### src/rtl/shift_pkg.sv
// Shared definitions for the sequential shifter family: FSM state encoding,
// shift-count width and the legal operand-width bounds.
package shift_pkg;

   localparam int CNT_W = 4;
   localparam int N_MIN = 2;
   localparam int N_MAX = 15;

   typedef enum logic [1:0] {
      IDLE  = 2'd0,
      SHIFT = 2'd1,
      DONE  = 2'd2
   } shift_state_e;

   // True when the requested shift moves every operand bit out of the word.
   function automatic logic count_out_of_range(input logic [CNT_W-1:0] k,
                                               input logic [CNT_W-1:0] n);
      return (k >= n);
   endfunction

endpackage

### src/rtl/shift_right_seq_if.sv
// Start/busy/done handshake and result bus of the sequential right shifter.
interface shift_right_seq_if #(parameter int N = 8);

   logic                       start;
   logic [N-1:0]               data_in;
   logic [shift_pkg::CNT_W-1:0] shift_count;
   logic                       arith;
   logic                       busy;
   logic                       done;
   logic [N-1:0]               data_out;
   logic                       V;
   logic                       C;
   logic                       Z;

   modport master (
      output start, data_in, shift_count, arith,
      input  busy, done, data_out, V, C, Z
   );

   modport slave (
      input  start, data_in, shift_count, arith,
      output busy, done, data_out, V, C, Z
   );

endinterface

### src/rtl/shift_right_seq.sv
// Multi-cycle right shifter, one bit position per clock, logical or arithmetic.
// Sign fill is built only when SHIFT_RIGHT_ARITH_EN is defined; otherwise arith is ignored.
module shift_right_seq
   import shift_pkg::*;
#(
   parameter int N = 8
) (
   input logic              clk,
   input logic              rst_n,
   shift_right_seq_if.slave bus
);

   localparam logic [CNT_W-1:0] N_CNT   = CNT_W'(N);
   localparam logic [CNT_W-1:0] CNT_ONE = {{(CNT_W-1){1'b0}}, 1'b1};

   shift_state_e     state_q, state_d;
   logic [N-1:0]     work_q, work_d;
   logic [CNT_W-1:0] cnt_q, cnt_d;
   logic             arith_q, arith_d;
   logic [N-1:0]     data_out_q, data_out_d;
   logic             c_q, c_d;
   logic             v_q, v_d;
   logic             z_q, z_d;
   logic             busy_q, busy_d;
   logic             done_q, done_d;

   logic             arith_in_s;
   logic             fill_s;
   logic [N-1:0]     shifted_s;
   logic [N-1:0]     sat_s;

`ifdef SHIFT_RIGHT_ARITH_EN
   assign arith_in_s = bus.arith;
`else
   logic unused_arith_s;
   assign unused_arith_s = bus.arith;
   assign arith_in_s     = 1'b0;
`endif

   // Next-state, working register and result/flag computation.
   always_comb begin
      state_d    = state_q;
      work_d     = work_q;
      cnt_d      = cnt_q;
      arith_d    = arith_q;
      data_out_d = data_out_q;
      c_d        = c_q;
      v_d        = v_q;
      z_d        = z_q;
      fill_s     = arith_q & work_q[N-1];
      shifted_s  = {fill_s, work_q[N-1:1]};
      sat_s      = {N{arith_in_s & bus.data_in[N-1]}};

      case (state_q)
         IDLE, DONE: begin
            if (bus.start) begin
               work_d  = bus.data_in;
               cnt_d   = bus.shift_count;
               arith_d = arith_in_s;
               if (bus.shift_count == {CNT_W{1'b0}}) begin
                  state_d    = DONE;
                  data_out_d = bus.data_in;
                  c_d        = 1'b0;
                  v_d        = 1'b0;
                  z_d        = (bus.data_in == {N{1'b0}});
               end else if (count_out_of_range(bus.shift_count, N_CNT)) begin
                  state_d    = DONE;
                  data_out_d = sat_s;
                  c_d        = 1'b0;
                  v_d        = 1'b1;
                  z_d        = (sat_s == {N{1'b0}});
               end else begin
                  state_d = SHIFT;
               end
            end else begin
               state_d = IDLE;
            end
         end
         SHIFT: begin
            work_d = shifted_s;
            cnt_d  = cnt_q - CNT_ONE;
            // The final shift's carry and result are published on the same edge.
            if (cnt_q == CNT_ONE) begin
               state_d    = DONE;
               data_out_d = shifted_s;
               c_d        = work_q[0];
               v_d        = 1'b0;
               z_d        = (shifted_s == {N{1'b0}});
            end else begin
               state_d = SHIFT;
            end
         end
         default: begin
            state_d = IDLE;
         end
      endcase

      busy_d = (state_d == SHIFT);
      done_d = (state_d == DONE);
   end

   // State, datapath and registered outputs.
   always_ff @(posedge clk or negedge rst_n) begin
      if (!rst_n) begin
         state_q    <= IDLE;
         work_q     <= {N{1'b0}};
         cnt_q      <= {CNT_W{1'b0}};
         arith_q    <= 1'b0;
         data_out_q <= {N{1'b0}};
         c_q        <= 1'b0;
         v_q        <= 1'b0;
         z_q        <= 1'b0;
         busy_q     <= 1'b0;
         done_q     <= 1'b0;
      end else begin
         state_q    <= state_d;
         work_q     <= work_d;
         cnt_q      <= cnt_d;
         arith_q    <= arith_d;
         data_out_q <= data_out_d;
         c_q        <= c_d;
         v_q        <= v_d;
         z_q        <= z_d;
         busy_q     <= busy_d;
         done_q     <= done_d;
      end
   end

   assign bus.busy     = busy_q;
   assign bus.done     = done_q;
   assign bus.data_out = data_out_q;
   assign bus.C        = c_q;
   assign bus.V        = v_q;
   assign bus.Z        = z_q;

endmodule

### src/flat_wrapper.sv
// flat-port wrapper written by rule: the top's interface ports become plain ports
module shift_right_seq_flat import shift_pkg::*;
#(
   parameter int N = 8
)
  (clk, rst_n, bus_start, bus_data_in, bus_shift_count, bus_arith, bus_busy, bus_done, bus_data_out, bus_V, bus_C, bus_Z);
  shift_right_seq_if #(.N(N)) bus_i ();
  input logic clk;
  input logic rst_n;
  input wire logic [$bits(bus_i.start)-1:0] bus_start;
  input wire logic [$bits(bus_i.data_in)-1:0] bus_data_in;
  input wire logic [$bits(bus_i.shift_count)-1:0] bus_shift_count;
  input wire logic [$bits(bus_i.arith)-1:0] bus_arith;
  output wire logic [$bits(bus_i.busy)-1:0] bus_busy;
  output wire logic [$bits(bus_i.done)-1:0] bus_done;
  output wire logic [$bits(bus_i.data_out)-1:0] bus_data_out;
  output wire logic [$bits(bus_i.V)-1:0] bus_V;
  output wire logic [$bits(bus_i.C)-1:0] bus_C;
  output wire logic [$bits(bus_i.Z)-1:0] bus_Z;
  assign bus_i.start = bus_start;
  assign bus_i.data_in = bus_data_in;
  assign bus_i.shift_count = bus_shift_count;
  assign bus_i.arith = bus_arith;
  assign bus_busy = bus_i.busy;
  assign bus_done = bus_i.done;
  assign bus_data_out = bus_i.data_out;
  assign bus_V = bus_i.V;
  assign bus_C = bus_i.C;
  assign bus_Z = bus_i.Z;
  shift_right_seq #(.N(N)) u_core (.clk(clk), .rst_n(rst_n), .bus(bus_i));
endmodule
### config.mk
export PLATFORM = sky130hd
export DESIGN_NAME = shift_right_seq_flat
export DESIGN_NICKNAME = d
export VERILOG_FILES = /design/src/rtl/shift_pkg.sv /design/src/rtl/shift_right_seq_if.sv /design/src/rtl/shift_right_seq.sv /design/src/flat_wrapper.sv
export SDC_FILE = /design/constraint.sdc
export NUM_CORES = 1
export LEC_CHECK = 0
export CORE_MARGIN = 10
export CORE_UTILIZATION = 60
export CTS_CLUSTER_DIAMETER = 60
export DETAILED_ROUTE_END_ITERATION = 7
export DONT_BUFFER_PORTS = 1
export PLACE_DENSITY = 0.85
export SLEW_MARGIN = 20
export SYNTH_ARGS = -nofsm -noshare
export SYNTH_HDL_FRONTEND = slang
export SYNTH_SLANG_ARGS = --single-unit
### constraint.sdc
create_clock -name clk -period 3.1 [get_ports clk]
set_clock_uncertainty 0.1 [all_clocks]
set_input_delay 0.93 -clock clk [delete_from_list [all_inputs] [get_ports clk]]
set_output_delay 0.93 -clock clk [all_outputs]
set_load 0.02 [all_outputs]
==> impl_metrics.ini <==
[clock_network]
htree_levels = 1
clk_path_buf_depth = 2
insertion_delay_ps = 320
clock-sinks = 27
root_buffer = clkbuf_4
hold_buffers = 0
ctsResizeCount = 0
post-cts-setup-buffers = 0
cts_buffers = 3
tritoncts = yes
path_clk_slew_ps = 140

[logic_synthesis]
yosysWarnings = 0
ys_ff_latch = 27
yosysSeqAreaShare_pct = 52.3
synth.avg_cell_area_sq_um = 10.9
ys_types = 34
netlist_area_sq_um = 1290
synth_fp_nets = 137
syn-instance-count = 119

[finish]
drive_gt1_share_pct = 12.6
final_common_cell = dfrtp_1
syn_to_final_growth_pct = 3.00
finalInstanceArea_sq_um = 1330
nets = 138
final_cells = 146
diodes = 0
utilization_pct = 66.5
final_cell_mix = 27 x dfrtp_1, 18 x nand2_1, 14 x a22oi_1
fillers = 163

[detailed_routing]
num_vias = 935
first_pass_iters = 4
vias_per_cell = 6.40
ant_nets = 0
wl_per_cell_microns = 19.1
drc = 0
drt_iter0_drc = 50
wl_microns = 2790

[timing]
finalMaxSlewViolations = 0
hold_viol_final = 0
setup_viol = 0
worst_hold_slack_ps = 178
setup_slack_ps = 1150
period_needed_ps = 1950
grt_setup_unrepaired = false
tightestPinTransition_ps = 745
fmax_mhz = 513
slew_headroom_pct = 50.1
fin_setup_tns_ps = 0
timing.final.crit_share_pct = 62.8

[global_route]
grt_pass1_vias = 982
grt_max_degree = 28
antenna_found_initial = 0
grt_usage_pct = 13.9
grt_overflow = 0
grt_pass1_wl_microns = 4710

[power_and_ir_drop]
powerDensity_nw_per_um2 = 1020
pwr-share-comb_pct = 35.7
p_int_uw = 771
p_switching_uw = 586
ir_worst_vdd_v = 0.000569
clkPwrFrac_pct = 11.0
switching_share_pct = 43.2
finalPower_mw = 1.36
leakage_nw = 0.590
power_frac_seq_pct = 53.3

[worst_setup_path]
path_class = register to register
timing.rr.end = u_core.cnt_q[3]$_DFFE_PN0P_
slowest_delay_ps = 640
rrSetupSlack_ps = 1150
r2r-start = u_core.state_q[0]$_DFF_PN0_
path_buf_inv = 0
worstPathCellList = and2b_2 -> nor2_1 -> o21bai_1 -> o211a_1
worst_path_max_delay_cell = nor2_1
start_kind = register
required_ps = 3230
cp-end-kind = register
rr_worst_depth = 4
cp_top_family = simple AND/OR/NAND/NOR gates
path_max_fanout = 20
cp.arrival_ps = 2070

[placement]
routabilityCongestion = 0.813
io_buffers = 0
dp_cells = 142
dp_slack_ps = 876
post_dp_cell_area_sq_um = 1310
dpl.hpwl_microns = 2080

[outcome]
status = finished clean

[worst_hold_path]
holdCritPathClass = input port to asynchronous set/reset pin

[die]
dieWidth_microns = 66.4
die_area_sq_um = 4410
core_sq_um = 2000
num_rows = 16
start_util_pct = 64.6
ios = 29
fp.dieH_microns = 66.4

[job]
cap_violations = 0
[worst max-delay path by stage]
stage	from	end	depth (start not counted)
finish	u_core.state_q[0]$_DFF_PN0_	u_core.cnt_q[3]$_DFFE_PN0P_	4
global route	u_core.state_q[0]$_DFF_PN0_	u_core.cnt_q[3]$_DFFE_PN0P_	4
CTS	u_core.state_q[0]$_DFF_PN0_	u_core.cnt_q[3]$_DFFE_PN0P_	4
detailed placement	bus_shift_count[0]	u_core.bus.Z$_DFFE_PN0P_	4
global placement	bus_shift_count[0]	u_core.bus.Z$_DFFE_PN0P_	4
floorplan	bus_shift_count[0]	u_core.bus.Z$_DFFE_PN0P_	4
[Yosys cell counts]
cell       count  area share (%)
a21oi_1        1            0.39
and2b_4        1            0.77
a22o_1         1            0.68
o21ai_0        3             1.2
o21bai_1       1            0.58
nand2_1       18             5.2
dfrtp_1       27              52
and2b_2        1            0.68
a221o_2        1            0.87
nor4_1         3             1.5
clkbuf_1       1            0.29
o211a_1        1            0.77
nor2_1         6             1.7
or2_4          1            0.68
o211ai_1       1            0.58
ha_1           2             1.9
a32oi_4        1             2.1
nor2_4         1            0.87
mux2i_1        5             3.9
a22o_2         2             1.5
mux2_4         1             1.2
a21oi_2        1            0.68
inv_6          1            0.68
nor3_1         3             1.2
buf_2          2            0.77
nand3_1        2            0.77
a21o_1         1            0.58
or4_4          1            0.87
a221o_1        1            0.77
inv_1          8             2.3
a22oi_1       14             8.1
o2bb2ai_1      3             2.0
buf_4          1            0.58
nand2b_1       2            0.97
[layout make-up]
| cell class | instances | area (sq um) | area share, % |
|---|---|---|---|
| Clock buffer | 4 | 26.3 | 1.97 |
| Inverter | 9 | 38.8 | 2.91 |
| Multi-Input combinational cell | 79 | 557 | 41.8 |
| Sequential cell | 27 | 676 | 50.8 |
| Tap cell | 27 | 33.8 | 2.54 |
[power by group through the flow]
| stage | Clock [mW] | Sequential, mW | Combinational [mW] |
|---|---|---|---|
| 2_1_floorplan | 0 | 0.689 | 0.424 |
| 3_3_place_gp | 0 | 0.723 | 0.459 |
| 3_5_place_dp | 0 | 0.730 | 0.486 |
| 4_1_cts | 0.152 | 0.725 | 0.486 |
| 5_1_grt | 0.163 | 0.746 | 0.551 |
| 6_report | 0.149 | 0.723 | 0.484 |
[per-layer routing]
layer  vias to the layer above  wire length (microns)  track usage, %
met5                         -                      0               0
li1                        424                      -               -
met3                         6                    264            5.93
met1                       472                   1110            14.7
met4                         0                     74            8.64
met2                        33                   1350            22.2
[cell families after synthesis]
group | count (synthesis) | share of synthesized area, %
AOI/OAI and AO/OA | 32 | 20.9
adders and majority gates | 2 | 1.94
buffers and inverters | 13 | 4.65
DFF | 27 | 52.3
muxes | 6 | 5.03
and+or+nand+nor | 39 | 15.2
[sequential cells by signal, summed over array words and instances (netlist names)]
name	flops
u_core.bus.V	1
u_core.bus.done	1
u_core.bus.Z	1
u_core.bus.C	1
u_core.state_q	2
u_core.work_q	8
u_core.bus.busy	1
u_core.cnt_q	4
u_core.bus.data_out	8
Note: power is estimated with default switching activity, not from simulation.
